==> src/rtl/event_encoder.sv <==
// Edge-triggered request encoder: rising edges on I are queued as pending bits and
// handed out one index at a time through a valid/ready slot (fixed priority or round-robin).
module event_encoder #(
  parameter int N    = 10,
  parameter int MODE = 0,
  localparam int W   = (N > 1) ? $clog2(N) : 1
) (
  input  logic         clk,
  input  logic         reset,
  input  logic [N-1:0] I,
  input  logic         clr,
  input  logic         out_ready,
  output logic         out_valid,
  output logic [W-1:0] Y,
  output logic [W:0]   pend_cnt,
  output logic         overflow
);

  logic [N-1:0]   i_q;
  logic [N-1:0]   pend;
  logic [N-1:0]   edge_vec;
  logic [N-1:0]   grant;
  logic [N-1:0]   rot;
  logic [2*N-1:0] dbl;
  logic [W-1:0]   last;
  logic [W-1:0]   base;
  logic [W-1:0]   sel_idx;
  logic           sel_found;
  logic           load;
  int             off;
  int             sum;

  assign edge_vec = I & ~i_q;
  assign load     = !out_valid || out_ready;

  // Round-robin rotates pending so the search start lands at bit 0, then takes the lowest set bit.
  always_comb begin
    sel_idx   = '0;
    sel_found = 1'b0;
    base      = (last == W'(N - 1)) ? '0 : last + 1'b1;
    dbl       = '0;
    rot       = '0;
    off       = 0;
    sum       = 0;
    if (MODE == 0) begin
      for (int i = 0; i < N; i++) begin
        if (pend[i]) begin
          sel_idx   = W'(i);
          sel_found = 1'b1;
        end
      end
    end else begin
      dbl = {pend, pend} >> base;
      rot = dbl[N-1:0];
      for (int i = N - 1; i >= 0; i--) begin
        if (rot[i]) begin
          off       = i;
          sel_found = 1'b1;
        end
      end
      sum = int'(base) + off;
      if (sum >= N) sum = sum - N;
      sel_idx = W'(sum);
    end
  end

  always_comb begin
    grant = '0;
    if (load && sel_found) grant[sel_idx] = 1'b1;
  end

  always_comb begin
    pend_cnt = '0;
    for (int i = 0; i < N; i++) pend_cnt = pend_cnt + {{W{1'b0}}, pend[i]};
  end

  always_ff @(posedge clk or posedge reset) begin
    if (reset) begin
      i_q       <= '0;
      pend      <= '0;
      out_valid <= 1'b0;
      Y         <= '0;
      overflow  <= 1'b0;
      last      <= W'(N - 1);
    end else if (clr) begin
      i_q       <= I;
      pend      <= '0;
      out_valid <= 1'b0;
      overflow  <= 1'b0;
      last      <= W'(N - 1);
    end else begin
      i_q  <= I;
      // A fresh edge on the bit granted this cycle re-arms it rather than being lost.
      pend <= (pend & ~grant) | edge_vec;
      if (|(edge_vec & pend & ~grant)) overflow <= 1'b1;
      if (load) begin
        out_valid <= sel_found;
        if (sel_found) begin
          Y    <= sel_idx;
          last <= sel_idx;
        end
      end
    end
  end

endmodule

==> config.mk <==
export PLATFORM = sky130hd
export DESIGN_NAME = event_encoder
export DESIGN_NICKNAME = d
export VERILOG_FILES = /design/src/rtl/event_encoder.sv
export SDC_FILE = /design/constraint.sdc
export NUM_CORES = 1
export LEC_CHECK = 0
export CAP_MARGIN = 30
export CELL_PAD_IN_SITES_DETAIL_PLACEMENT = 1
export CELL_PAD_IN_SITES_GLOBAL_PLACEMENT = 1
export CORE_UTILIZATION = 43
export DETAILED_ROUTE_END_ITERATION = 8
export GPL_TIMING_DRIVEN = 0
export PLACE_DENSITY_LB_ADDON = 0.1
export SYNTH_ARGS = -nofsm -noshare
export SYNTH_HDL_FRONTEND = slang
export SYNTH_SLANG_ARGS = --single-unit
==> constraint.sdc <==
create_clock -name clk -period 6.46 [get_ports clk]
set_input_delay 1.292 -clock clk [delete_from_list [all_inputs] [get_ports clk]]
set_output_delay 1.292 -clock clk [all_outputs]
set_load 0.02 [all_outputs]
==> results.py <==
metrics = {
    "placed_design": {
        "dp_hpwl_mm": 2.519,
        "routabilityCongestion": 0.8485,
        "place_ws_ns": 1.514,
        "port-buffer-count": 23,
    },
    "grt": {
        "antenna_found_initial": 0,
        "globalRouteMet1Util_pct": 28.12,
        "grt_max_degree": 27,
        "use_met3_pct": 1.948,
        "grt_pass1_vias": 1218,
        "grt_pass1_wl_mm": 5.796,
        "met2_usage_pct": 38.25,
        "gr-usage-all-layers_pct": 22.27,
        "gr-max-usage-layer": "met2",
        "grt-ovfl-total": 0,
    },
    "logic_synthesis": {
        "ys_ff_latch": 26,
        "async_flop_share_pct": 100.0,
        "ys_seq_area_share_pct": 45.26,
        "syn_inst": 145,
        "synth_edf_count": 0,
        "yosysWarnings": 0,
        "synth_nets": 168,
        "syn_area_sq_mm": 0.001438,
        "ys_types": 41,
        "syn_avg_cell_area_sq_um": 9.915,
        "synth-main-ff-cell": "dfrtp_1",
    },
    "sta": {
        "tightest_slew_ns": 0.5481,
        "maxSlewViolCount": 0,
        "setup_ws_ns": 1.120,
        "fin_crit_sh_pct": 82.66,
        "whs_ns": 0.5356,
        "report.final.hold_viol_count": 0,
        "min_period_ns": 5.340,
        "setup_viol": 0,
        "rsz0062_at_grt": "false",
        "finClkSkew_ns": 0.005425,
        "slew_headroom_pct": 63.46,
        "setup_tns_ns": 0,
        "max_freq_ghz": 0.1873,
    },
    "floorplanning": {
        "dieArea_sq_mm": 0.003578,
        "core-area_sq_mm": 0.003103,
        "num_rows": 20,
        "dieHeight_um": 59.82,
        "start_util_pct": 46.33,
        "io_pins": 25,
        "die_w_um": 59.82,
    },
    "cts": {
        "cts-resized-gates": 0,
        "cts_sinks": 26,
        "clkTransAtPathRegs_ns": 0.16,
        "root_buffer": "clkbuf_4",
        "htreeDepth": 1,
        "clock_latency_ns": 0.35,
        "cts_tree": "built",
        "clock_path_buffers": 2,
        "holdBufCountCts": 0,
        "postCtsSetupBuffers": 0,
        "numCtsBuffers": 3,
    },
    "pwr": {
        "power_mw": 0.4589,
        "power_frac_comb_pct": 33.4,
        "ir_worst_vdd_v": 0.0001055,
        "p_per_area_mw_per_mm2": 254.5,
        "clkPwrFrac_pct": 25.8,
        "p_int_mw": 0.3121,
        "leakagePower_nw": 0.7818,
        "p_seq_share_pct": 40.8,
        "swShare_pct": 31.98,
        "p_switching_mw": 0.1468,
    },
    "route": {
        "first_pass_iters": 4,
        "avgRoutedWirePerCell_um": 15.61,
        "drtAntennaViolNets": 0,
        "drt_iter0_drc": 25,
        "vias": 1152,
        "drt-vias-per-instance": 5.309,
        "routed_wl_mm": 3.387,
        "drc": 0,
    },
    "flow_run": {
        "drv_cap": 0,
    },
    "layout": {
        "layout_common_cells": "26 x dfrtp_1, 23 x clkdlybuf4s50_1, 19 x inv_1",
        "fin_nets": 197,
        "fillers": 378,
        "layout_commonest_cell": "dfrtp_1",
        "syn_to_final_growth_pct": 25.41,
        "drive_gt1_share_pct": 8.092,
        "insertedDiodeCount": 0,
    },
    "critical_path": {
        "path_cells": "clkbuf_1 > inv_1 > fa_1 > fa_1 > fa_1 > inv_1 > ha_1 > inv_1 > fa_1 > xnor2_1 > clkdlybuf4s50_1",
        "path_max_fanout": 8,
        "crit_slowest_cell": "clkdlybuf4s50_1",
        "arrival_ns": 4.05,
        "slowest_delay_ns": 0.63,
        "cp.required_ns": 5.17,
        "critPathLaunchType": "flop",
        "critPathMostFrequentCell": "fa_1",
        "crit_path_end_kind": "output pin",
        "critPathKind": "reg -> out",
    },
    "worst_hold_path": {
        "hold_class": "reg -> reg",
    },
    "outcome": {
        "outcome": "finished, final reports clean",
    },
}
[final cells by class]
| cell class | instances | area (sq um) | share of cell area, % |
|---|---|---|---|
| flip-flops and latches | 26 | 650.6 | 36.09 |
| multi-input cells | 94 | 680.7 | 37.75 |
| repair buffers | 24 | 257.7 | 14.30 |
| clock inverters | 1 | 30.03 | 1.666 |
| well taps | 44 | 55.05 | 3.053 |
| plain buffers | 6 | 35.03 | 1.943 |
| inverters | 19 | 71.32 | 3.956 |
| clock buffers | 3 | 22.52 | 1.249 |
[kinds of logic after synthesis]
| logic type | share of synthesized area (%) |
|---|---|
| AOI/OAI and AO/OA | 15.67 |
| xor gates and xnor gates | 0.6093 |
| adders and majority gates | 10.97 |
| buffers and inverters | 7.398 |
| DFF | 45.26 |
| muxes | 0.7832 |
| other | 0.2608 |
| and+or+nand+nor | 19.06 |
[synthesized netlist by cell type (2+ instances only)]
cell type  count  share of area, %
a21oi_1       16               5.6
and3b_1        2               1.2
nand2b_1       9               3.9
nor2b_1        5               2.2
nor2_1        10               2.6
nand2_1        6               1.6
dfrtp_1       26                45
clkbuf_1       3              0.78
nand3_1        3               1.0
nor3_1         2              0.70
o21ai_0        7               2.4
ha_1           3               2.6
inv_1         19               5.0
and2_1         2              0.87
fa_1           6               8.4
[path summary, 6_finish.rpt]
| check | start | to | slack, ns | depth (start not counted) |
|---|---|---|---|---|
| worst max register to register | pend[4] | overflow | 4.40 | 6 |
| worst min register to register | i_q[2] | pend[2] | 0.54 | 2 |
| worst min-delay path | i_q[2] | pend[2] | 0.54 | 2 |
| max in group asynchronous | reset | Y[0] | 4.96 | 3 |
| min in group asynchronous | reset | i_q[5] | 1.12 | 2 |
| worst max-delay path | pend[5] | pend_cnt[2] | 1.12 | 11 |
[routing by layer]
layer | routed length, um | share of wire [%] | vias up
met5 | 0 | 0 | -
met4 | 78 | 2.3 | 0
met2 | 1748 | 52 | 26
met1 | 1468 | 43 | 575
met3 | 92 | 2.7 | 8
li1 | - | - | 543
[flip-flops by register name (all words and copies together), names as in the netlist]
register   count
Y              4
overflow       1
out_valid      1
pend          10
i_q           10
[worst max-delay path: cells and delay by family, from the launching register on]
kind	cells	cell delay (ns)
adder cells (fa/ha/maj)	5	2.01
buffers and inverters	5	1.18
flip-flops	1	0.35
XOR/XNOR	1	0.16
[through the flow]
stage | instance area [sq um] | instances | utilization, %
2_1_floorplan | 1438 | 145 | -
3_3_place_gp | 1723 | 212 | 55.52
4_1_cts | 1775 | 216 | 57.22
3_5_place_dp | 1723 | 212 | 55.52
5_1_grt | 1803 | 217 | 58.10
6_report | 1803 | 217 | 58.10
[power by group through the flow]
stage | clock, mW | sequential [mW] | combinational [mW]
2_1_floorplan | 0 | 0.198 | 0.0811
3_3_place_gp | 0 | 0.189 | 0.144
3_5_place_dp | 0 | 0.191 | 0.151
4_1_cts | 0.121 | 0.187 | 0.153
5_1_grt | 0.124 | 0.189 | 0.167
6_report | 0.118 | 0.187 | 0.153
No activity file was read; power rests on OpenSTA's default activity.
